**config.mk**
```make
export PLATFORM = sky130hd
export DESIGN_NAME = duty_cycle_meter
export DESIGN_NICKNAME = d
export VERILOG_FILES = /design/src/rtl/duty_meter_pkg.sv /design/src/rtl/duty_div.sv /design/src/rtl/duty_cycle_meter.sv
export SDC_FILE = /design/constraint.sdc
export NUM_CORES = 1
export LEC_CHECK = 0
export ABC_AREA = 1
export CAP_MARGIN = 20
export CORE_UTILIZATION = 59
export CTS_CLUSTER_DIAMETER = 120
export DETAILED_ROUTE_END_ITERATION = 16
export MAX_ROUTING_LAYER = met4
export PLACE_DENSITY = 0.85
export SLEW_MARGIN = 20
export SYNTH_ARGS = -nofsm -noshare
export SYNTH_HDL_FRONTEND = slang
export SYNTH_HIERARCHICAL = 1
export SYNTH_SLANG_ARGS = --single-unit
```
**constraint.sdc**
```tcl
create_clock -name clk -period 5.4 [get_ports clk]
set_clock_uncertainty 0.2 [all_clocks]
set_input_delay 1.08 -clock clk [delete_from_list [all_inputs] [get_ports clk]]
set_output_delay 1.08 -clock clk [all_outputs]
set_load 0.05 [all_outputs]
```
**src/rtl/duty_meter_pkg.sv**
```systemverilog
// Shared types and constants for the duty-cycle meter and its divider.
package duty_meter_pkg;

    typedef enum logic [1:0] {
        StIdle,
        StHigh,
        StLow,
        StStuck
    } meter_state_e;

    localparam int unsigned DUTY_W    = 7;
    localparam int unsigned DIV_LAT   = 8;
    localparam int unsigned PCT_SCALE = 100;

endpackage

```
**src/rtl/duty_div.sv**
```systemverilog
// Sequential restoring divider: one load cycle, then one quotient bit per cycle, MSB first.
// The quotient is known to fit in DUTY_W bits, so only DUTY_W trial subtractions are needed.
module duty_div
    import duty_meter_pkg::*;
#(
    parameter int unsigned CNT_W = 16
) (
    input  logic                      clk,
    input  logic                      rst,
    input  logic                      start_i,
    input  logic [CNT_W+DUTY_W-1:0]   num_i,
    input  logic [CNT_W-1:0]          den_i,
    output logic                      busy_o,
    output logic                      done_o,
    output logic [DUTY_W-1:0]         quot_o
);

    localparam int unsigned NUM_W    = CNT_W + DUTY_W;
    localparam int unsigned LAST_STEP = DIV_LAT - 2;

    logic              busy_q, busy_d;
    logic [2:0]        step_q, step_d;
    logic [NUM_W-1:0]  rem_q, rem_d;
    logic [NUM_W-1:0]  den_q, den_d;
    logic [DUTY_W-1:0] quot_q, quot_d;

    logic              ge;
    logic              last;
    logic [DUTY_W-1:0] quot_next;

    assign ge        = (rem_q >= den_q);
    assign last      = (step_q == 3'(LAST_STEP));
    assign quot_next = {quot_q[DUTY_W-2:0], ge};

    assign busy_o = busy_q;
    assign done_o = busy_q & last;
    // Final bit is folded in combinationally so the result is usable on the done cycle.
    assign quot_o = quot_next;

    always_comb begin
        busy_d = busy_q;
        step_d = step_q;
        rem_d  = rem_q;
        den_d  = den_q;
        quot_d = quot_q;
        if (start_i) begin
            busy_d = 1'b1;
            step_d = 3'd0;
            rem_d  = num_i;
            den_d  = NUM_W'(den_i) << (DUTY_W - 1);
            quot_d = '0;
        end else if (busy_q) begin
            rem_d  = ge ? (rem_q - den_q) : rem_q;
            den_d  = den_q >> 1;
            quot_d = quot_next;
            step_d = step_q + 3'd1;
            if (last) begin
                busy_d = 1'b0;
            end
        end
    end

    always_ff @(posedge clk) begin
        if (rst) begin
            busy_q <= 1'b0;
            step_q <= 3'd0;
            rem_q  <= '0;
            den_q  <= '0;
            quot_q <= '0;
        end else begin
            busy_q <= busy_d;
            step_q <= step_d;
            rem_q  <= rem_d;
            den_q  <= den_d;
            quot_q <= quot_d;
        end
    end

endmodule

```
**src/rtl/duty_cycle_meter.sv**
```systemverilog
// Period / high-time / duty-cycle meter for a slow asynchronous input.
// Define DUTY_METER_DIV_EN to add the percent divider and overrun reporting.
module duty_cycle_meter
    import duty_meter_pkg::*;
#(
    parameter int unsigned CNT_W = 16
) (
    input  logic              clk,
    input  logic              rst,
    input  logic              sig_in,
    output logic              meas_valid,
    output logic [CNT_W-1:0]  period_o,
    output logic [CNT_W-1:0]  ton_o,
    output logic [DUTY_W-1:0] duty_pct_o,
    output logic              overrun_o,
    output logic              stuck_o
);

    localparam logic [CNT_W-1:0] CntOne = CNT_W'(1);
    localparam logic [CNT_W-1:0] CntMax = '1;

    logic             s1_q, s2_q, s3_q;
    logic             rise, fall;
    meter_state_e     state_q, state_d;
    logic [CNT_W-1:0] per_q, per_d;
    logic [CNT_W-1:0] hi_q, hi_d;
    logic             cap;

    assign rise    = s2_q & ~s3_q;
    assign fall    = ~s2_q & s3_q;
    assign stuck_o = (state_q == StStuck);

    always_comb begin
        state_d = state_q;
        per_d   = per_q;
        hi_d    = hi_q;
        cap     = 1'b0;
        case (state_q)
            StIdle, StStuck: begin
                if (rise) begin
                    state_d = StHigh;
                    per_d   = CntOne;
                    hi_d    = CntOne;
                end
            end
            StHigh: begin
                per_d = per_q + CntOne;
                // The fall cycle already counts as low.
                if (!fall) begin
                    hi_d = hi_q + CntOne;
                end
                if (per_q == CntMax - CntOne) begin
                    state_d = StStuck;
                end else if (fall) begin
                    state_d = StLow;
                end
            end
            StLow: begin
                if (rise) begin
                    cap     = 1'b1;
                    state_d = StHigh;
                    per_d   = CntOne;
                    hi_d    = CntOne;
                end else begin
                    per_d = per_q + CntOne;
                    if (per_q == CntMax - CntOne) begin
                        state_d = StStuck;
                    end
                end
            end
            default: state_d = StIdle;
        endcase
    end

    always_ff @(posedge clk) begin
        if (rst) begin
            s1_q    <= 1'b0;
            s2_q    <= 1'b0;
            s3_q    <= 1'b0;
            state_q <= StIdle;
            per_q   <= '0;
            hi_q    <= '0;
        end else begin
            s1_q    <= sig_in;
            s2_q    <= s1_q;
            s3_q    <= s2_q;
            state_q <= state_d;
            per_q   <= per_d;
            hi_q    <= hi_d;
        end
    end

    logic             meas_q;
    logic [CNT_W-1:0] period_q, ton_q;

    assign meas_valid = meas_q;
    assign period_o   = period_q;
    assign ton_o      = ton_q;

`ifdef DUTY_METER_DIV_EN
    localparam int unsigned NUM_W = CNT_W + DUTY_W;

    logic              div_start, div_busy, div_done;
    logic [DUTY_W-1:0] div_quot;
    logic [NUM_W-1:0]  num;
    logic [CNT_W-1:0]  pend_per_q, pend_ton_q;
    logic [DUTY_W-1:0] duty_q;
    logic              overrun_q;

    assign num       = NUM_W'(hi_q) * NUM_W'(PCT_SCALE);
    // A capture landing on the finishing cycle is still accepted.
    assign div_start = cap & (~div_busy | div_done);

    duty_div #(
        .CNT_W (CNT_W)
    ) u_duty_div (
        .clk     (clk),
        .rst     (rst),
        .start_i (div_start),
        .num_i   (num),
        .den_i   (per_q),
        .busy_o  (div_busy),
        .done_o  (div_done),
        .quot_o  (div_quot)
    );

    always_ff @(posedge clk) begin
        if (rst) begin
            pend_per_q <= '0;
            pend_ton_q <= '0;
            meas_q     <= 1'b0;
            period_q   <= '0;
            ton_q      <= '0;
            duty_q     <= '0;
            overrun_q  <= 1'b0;
        end else begin
            meas_q    <= div_done;
            overrun_q <= cap & ~div_start;
            if (div_done) begin
                period_q <= pend_per_q;
                ton_q    <= pend_ton_q;
                duty_q   <= div_quot;
            end
            if (div_start) begin
                pend_per_q <= per_q;
                pend_ton_q <= hi_q;
            end
        end
    end

    assign duty_pct_o = duty_q;
    assign overrun_o  = overrun_q;
`else
    always_ff @(posedge clk) begin
        if (rst) begin
            meas_q   <= 1'b0;
            period_q <= '0;
            ton_q    <= '0;
        end else begin
            meas_q <= cap;
            if (cap) begin
                period_q <= per_q;
                ton_q    <= hi_q;
            end
        end
    end

    assign duty_pct_o = '0;
    assign overrun_o  = 1'b0;
`endif

endmodule

```
==> results.cfg, run 1 <==
[die]
chipHeight_um = 76.4
dieArea_sq_um = 5840
ios = 45
start_util_pct = 62.4
rows = 26
core_sq_um = 5240
die_x_um = 76.4

[cts]
clk_path_buf_depth = 2
root_buffer = clkbuf_8
cts_made_buffers = 9
clkTransAtPathRegs_ns = 0.07
clock_latency_ns = 0.35
cts_setup_buffers = 0
htreeDepth = 3
ctsResizeCount = 0
cts.sinks = 70
holdBufCountCts = 0
tritoncts = yes

[timing]
fin_crit_sh_pct = 55.2
fin_crit_ns = 2.98
rsz0062_at_grt = no
tns_ns = 0
slew_viol_final = 0
setup_viol = 0
max_slew_margin_pct = 47.5
fmax_ghz = 0.335
finalHoldViolCount = 0
worstMarginPinSlew_ns = 0.785

[final_layout]
diodes = 0
multi_input_area_sq_um = 1620
fill_cells = 441
final_cells = 537
final_nets = 471
register_area_sq_um = 1400
syn_to_final_growth_pct = 18.6
drive_above_1_share_pct = 13.1

[pwr]
p_leak_uw = 0.00144
power_density_nw_per_um2 = 327
ir_drop_uv = 220

[worst_setup_path]
cp_num_buf_inv = 1
cp_top_family = buffers and inverters
reg2regPathDepth = 4
path_cells = ha_1 > clkdlybuf4s50_1
r2r-start = s2_q
worstSetupStartpointType = register
criticalPathCategory = reg2out
worstPathArrival_ns = 1.70
cp_max_fo = 4
ff2ff_setup_slack_ns = 3.09
cp-end-kind = primary output
critPathMaxStageDelay_ns = 0.80
critical_path_required_ns = 4.12
reg2reg_to = per_q[0]
cp_slowest_cell = clkdlybuf4s50_1

[grt]
antenna_found_initial = 0
track_usage_pct = 25.5
grt_start_max_net_pins = 45
grt_pass1_vias = 2512
grt_pass1_wl_mm = 11.5
grt_overflow = 0

[synth]
synth_common_cells = nand2_1, dfxtp_1, a21oi_1, nand3_1, inv_1
seq_area_frac_synth_pct = 42.9
syn_area_sq_um = 3270
syn_area_per_cell_sq_um = 7.60
yosys-top-cells-area = dfxtp_1, nand2_1, a21oi_1
async_reset_ff_share_pct = 0
ys_warn_count = 6
synth-seq-cells = 70
synth_flop_cell = dfxtp_1
yosysMostFrequentCell = nand2_1
netlist-cell-type-count = 40
synth.largest_area_cell = dfxtp_1
synth_top_area_share_pct = 42.9
syn_inst = 430
synth_edf_count = 0

[worst_hold_path]
hp-start = s1_q
min_to = s2_q
hold_path_class = reg2reg
min_path_cells = 2

[routing]
initialDrtViolationCount = 137
drc = 0
drt-total-wl_mm = 6.86
dr.pass1.iters = 5
viasPerCell = 5.32
wl_per_cell_um = 12.8
drtAntennaViolNets = 0
detailroute.via_count = 2858

[outcome]
outcome = finished, final reports clean

[place]
port_buffers = 36
dp_cells = 521
dp_hpwl_mm = 4.66
globalplace.congestion = 0.941

[flow_run]
drv_cap = 0
[kinds of logic (layout without fill, tap and decap cells)]
logic type	after synthesis	count (layout)	synth area share [%]
buffers and inverters	62	92	8.57
other	1	8	0.115
XOR/XNOR	1	1	0.268
adder cells (fa/ha/maj)	6	6	2.30
AO/OA/AOI/OAI	77	77	12.9
flip-flops	70	70	42.9
AND/OR/NAND/NOR	213	213	33.0
[registers in the layout, indices dropped and copies added, names as in the netlist]
register    flops
hi_q           16
per_q          16
period_o       16
ton_o          16
state_q         2
meas_valid      1
s1_q            1
s2_q            1
s3_q            1
[cell type report]
cell class | instances | share of cell area [%]
tap | 70 | 2.26
multi-input combinational | 305 | 41.7
sequential | 70 | 36.1
timing repair buffer | 38 | 9.68
clock buffer | 10 | 3.55
clock inverter | 6 | 2.81
inverter | 38 | 3.87
[routing by layer]
layer | routed length [um] | global-route usage, % | share of wire (%) | vias up
met2 | 3070 | 38.2 | 45 | 89
met3 | 410 | 3.59 | 6.0 | 9
met1 | 3270 | 33.5 | 48 | 1295
met4 | 107 | 13.3 | 1.6 | 0
met5 | 0 | - | 0 | -
li1 | - | - | - | 1465
[worst reg2reg max path, stage by stage, from the launching register on]
cell and delay [ns]:
dfxtp_1 0.40, inv_2 0.08, nor2_4 0.60, nand2_2 0.60
a31oi_1 0.34
[report_power, final]
part	total, uW	switching, uW	internal [uW]
Sequential	542	13.7	528
Combinational	213	154	58.4
Clock	515	196	318
[cell usage in the layout (no fill, tap or decap), types with 6 or more instances in the layout]
cell / synthesis / layout
clkbuf_8: 0 / 10
nor2_1: 29 / 29
conb_1: 1 / 8
nand2_1: 92 / 91
a21oi_1: 52 / 52
o21ai_0: 7 / 7
nand2_2: 8 / 9
ha_1: 6 / 6
nand3_1: 48 / 48
clkdlybuf4s50_1: 0 / 36
inv_1: 31 / 31
dfxtp_1: 70 / 70
[metrics by stage]
stage / utilization (%) / power [uW] / hold slack (ns) / setup WS (ns) / instance area, sq um
6_report: 74.0 / 1270 / 0.206 / 2.42 / 3880
5_1_grt: 74.0 / 1320 / 0.226 / 2.37 / 3880
4_1_cts: 74.0 / 1280 / 0.208 / 2.40 / 3870
3_5_place_dp: 69.3 / 764 / 0.198 / 2.30 / 3630
3_3_place_gp: 69.3 / 758 / 0.190 / 2.36 / 3630
2_1_floorplan: - / 729 / 0.188 / 3.21 / 3300
[how the worst max path moves through the flow]
stage | depth (start not counted) | from | slack [ns] | end
final | 2 | state_q[1] | 2.42 | stuck_o
after floorplan | 6 | rst | 3.21 | hi_q[9]
after detailed placement | 7 | rst | 2.30 | hi_q[7]
after global routing | 2 | state_q[1] | 2.37 | stuck_o
after global placement | 7 | rst | 2.36 | hi_q[5]
after CTS | 2 | state_q[1] | 2.40 | stuck_o
No activity file was read; power rests on OpenSTA's default activity.
==> run 2: changes to the inputs <==
- CORE_UTILIZATION: 59 -> 49
- PLACE_DENSITY: 0.85 -> 0.75
- clock period: 5.4 -> 2.5 ns (I/O delays scaled with it)
==> run 2 against run 1 <==
Via count shrank 0.42%. Critical endpoint unchanged. Sequential share of layout area is 0.12 points higher. Global-route usage shrank 2.8 points. Highest routed layer unchanged. First-iteration DRC count up 11%. Setup slack got worse by 2.3 ns. Non-clock buffer count up 2. Final area is 0.32% lower. Sequential power grew 120%. Critical path depth stayed put. Combinational power grew 120%.
==> results.cfg, run 2 (synthesis results as in run 1) <==
[outcome]
outcome = finished, final reports clean

[timing]
rsz0062_at_grt = no
finalHoldViolCount = 0
setup_viol = 0
worstMarginPinSlew_ns = 0.503
slew_viol_final = 0
max_slew_margin_pct = 66.3
fin_worst_hold_slack_ns = 0.206
fmax_ghz = 0.417
worst_slack_ns = 0.105
tns_ns = 0
fin_crit_sh_pct = 95.8
fin_crit_ns = 2.40

[place]
postPlaceCellArea_sq_um = 3660
pre_cts_slack_ns = 0.430
dp_hpwl_mm = 4.86
port_buffers = 36
globalplace.congestion = 0.880

[worst_setup_path]
criticalPathCategory = reg2out
cp-end-kind = primary output
cp_max_fo = 4
path_cells = ha_1 > clkdlybuf4s50_1
critical_path_required_ns = 1.80
cp_slowest_cell = clkdlybuf4s50_1
worstSetupStartpointType = register
critPathMaxStageDelay_ns = 0.81
worstPathArrival_ns = 1.70

[cts]
holdBufCountCts = 0
clk_path_buf_depth = 2
clock_latency_ns = 0.35
htreeDepth = 3
cts_made_buffers = 9
root_buffer = clkbuf_8
clkTransAtPathRegs_ns = 0.07
ctsResizeCount = 0
cts_setup_buffers = 0
tritoncts = yes
cts.sinks = 70

[pwr]
total_power_uw = 2550
ir_drop_uv = 371
p_leak_uw = 0.00142
power_density_nw_per_um2 = 661

[grt]
grt_pass1_vias = 2668
grt_overflow = 0
antenna_found_initial = 0
grt_start_max_net_pins = 44
track_usage_pct = 22.7
grt_pass1_wl_mm = 12.4

[routing]
drc = 0
detailroute.via_count = 2846
dr.pass1.iters = 4
drtAntennaViolNets = 0
viasPerCell = 5.21
wl_per_cell_um = 13.0
initialDrtViolationCount = 152
drt-total-wl_mm = 7.10

[flow_run]
drv_cap = 0

[worst_hold_path]
hold_path_class = reg2reg

[final_layout]
final_cell_mix = nand2_1, dfxtp_1, a21oi_1
diodes = 0
mostFrequentLayoutCell = nand2_1
drive_above_1_share_pct = 13.0
fill_cells = 568
stdcell_area_sq_um = 3860
syn_to_final_growth_pct = 18.2
final_nets = 473

[die]
start_util_pct = 51.2
rows = 29
die_x_um = 83.7
core_sq_um = 6390
chipHeight_um = 83.7
ios = 45
dieArea_sq_um = 7000
## run 2: cell types whose count changed in the layout (fill, tap and decap cells not counted)
cell / before / now
clkinvlp_4: 0 / 2
clkbuf_1: 0 / 1
nand2_2: 9 / 8
buf_4: 2 / 3
clkinv_2: 2 / 1
buf_12: 0 / 1
bufinv_16: 3 / 1
nand2_1: 91 / 92
## run 2: layout make-up
type	count	area, sq um	share of cell area [%]
multi-input cells	305	1610	41.8
flip-flops and latches	70	1400	36.3
repair buffers	40	403	10.4
inverters	38	150	3.88
clock buffers	11	141	3.66
well taps	77	96.3	2.49
clock inverters	5	58.8	1.52
## run 2: stage by stage
step	cells	util [%]
after floorplan	437	-
after global placement	530	57.4
after detailed placement	530	57.4
after CTS	546	60.5
after global routing	546	60.5
final	546	60.5
## run 2: final timing paths
path                            startpoint      endpoint  slack, ns  depth (start not counted)
worst max register to register  state_q[0]  period_o[14]       0.49                          6
worst max-delay path            state_q[1]       stuck_o       0.10                          2
worst min register to register        s1_q          s2_q       0.21                          2
worst min-delay path                  s1_q          s2_q       0.21                          2
## run 2: worst max-delay path, delay by kind of cell (launching register included)
| kind | cells | cell delay, ns |
|---|---|---|
| adder cells (fa/ha/maj) | 1 | 0.17 |
| buffers and inverters | 1 | 0.81 |
| flip-flops | 1 | 0.37 |
## run 2: per-layer routing
layer	GRT usage [%]	vias to the layer above	share of wire, %
met5	-	-	0
met4	10.5	0	2.1
met3	5.14	12	4.6
met2	32.0	82	43
met1	31.0	1293	50
li1	-	1459	-
## run 2: where the power goes
| group | switching (uW) | leakage [uW] | internal (uW) | total (uW) |
|---|---|---|---|---|
| logic | 332 | 0.000761 | 128 | 460 |
| registers | 31.0 | 0.000565 | 1140 | 1170 |
| clock network | 434 | 0.0000955 | 488 | 922 |
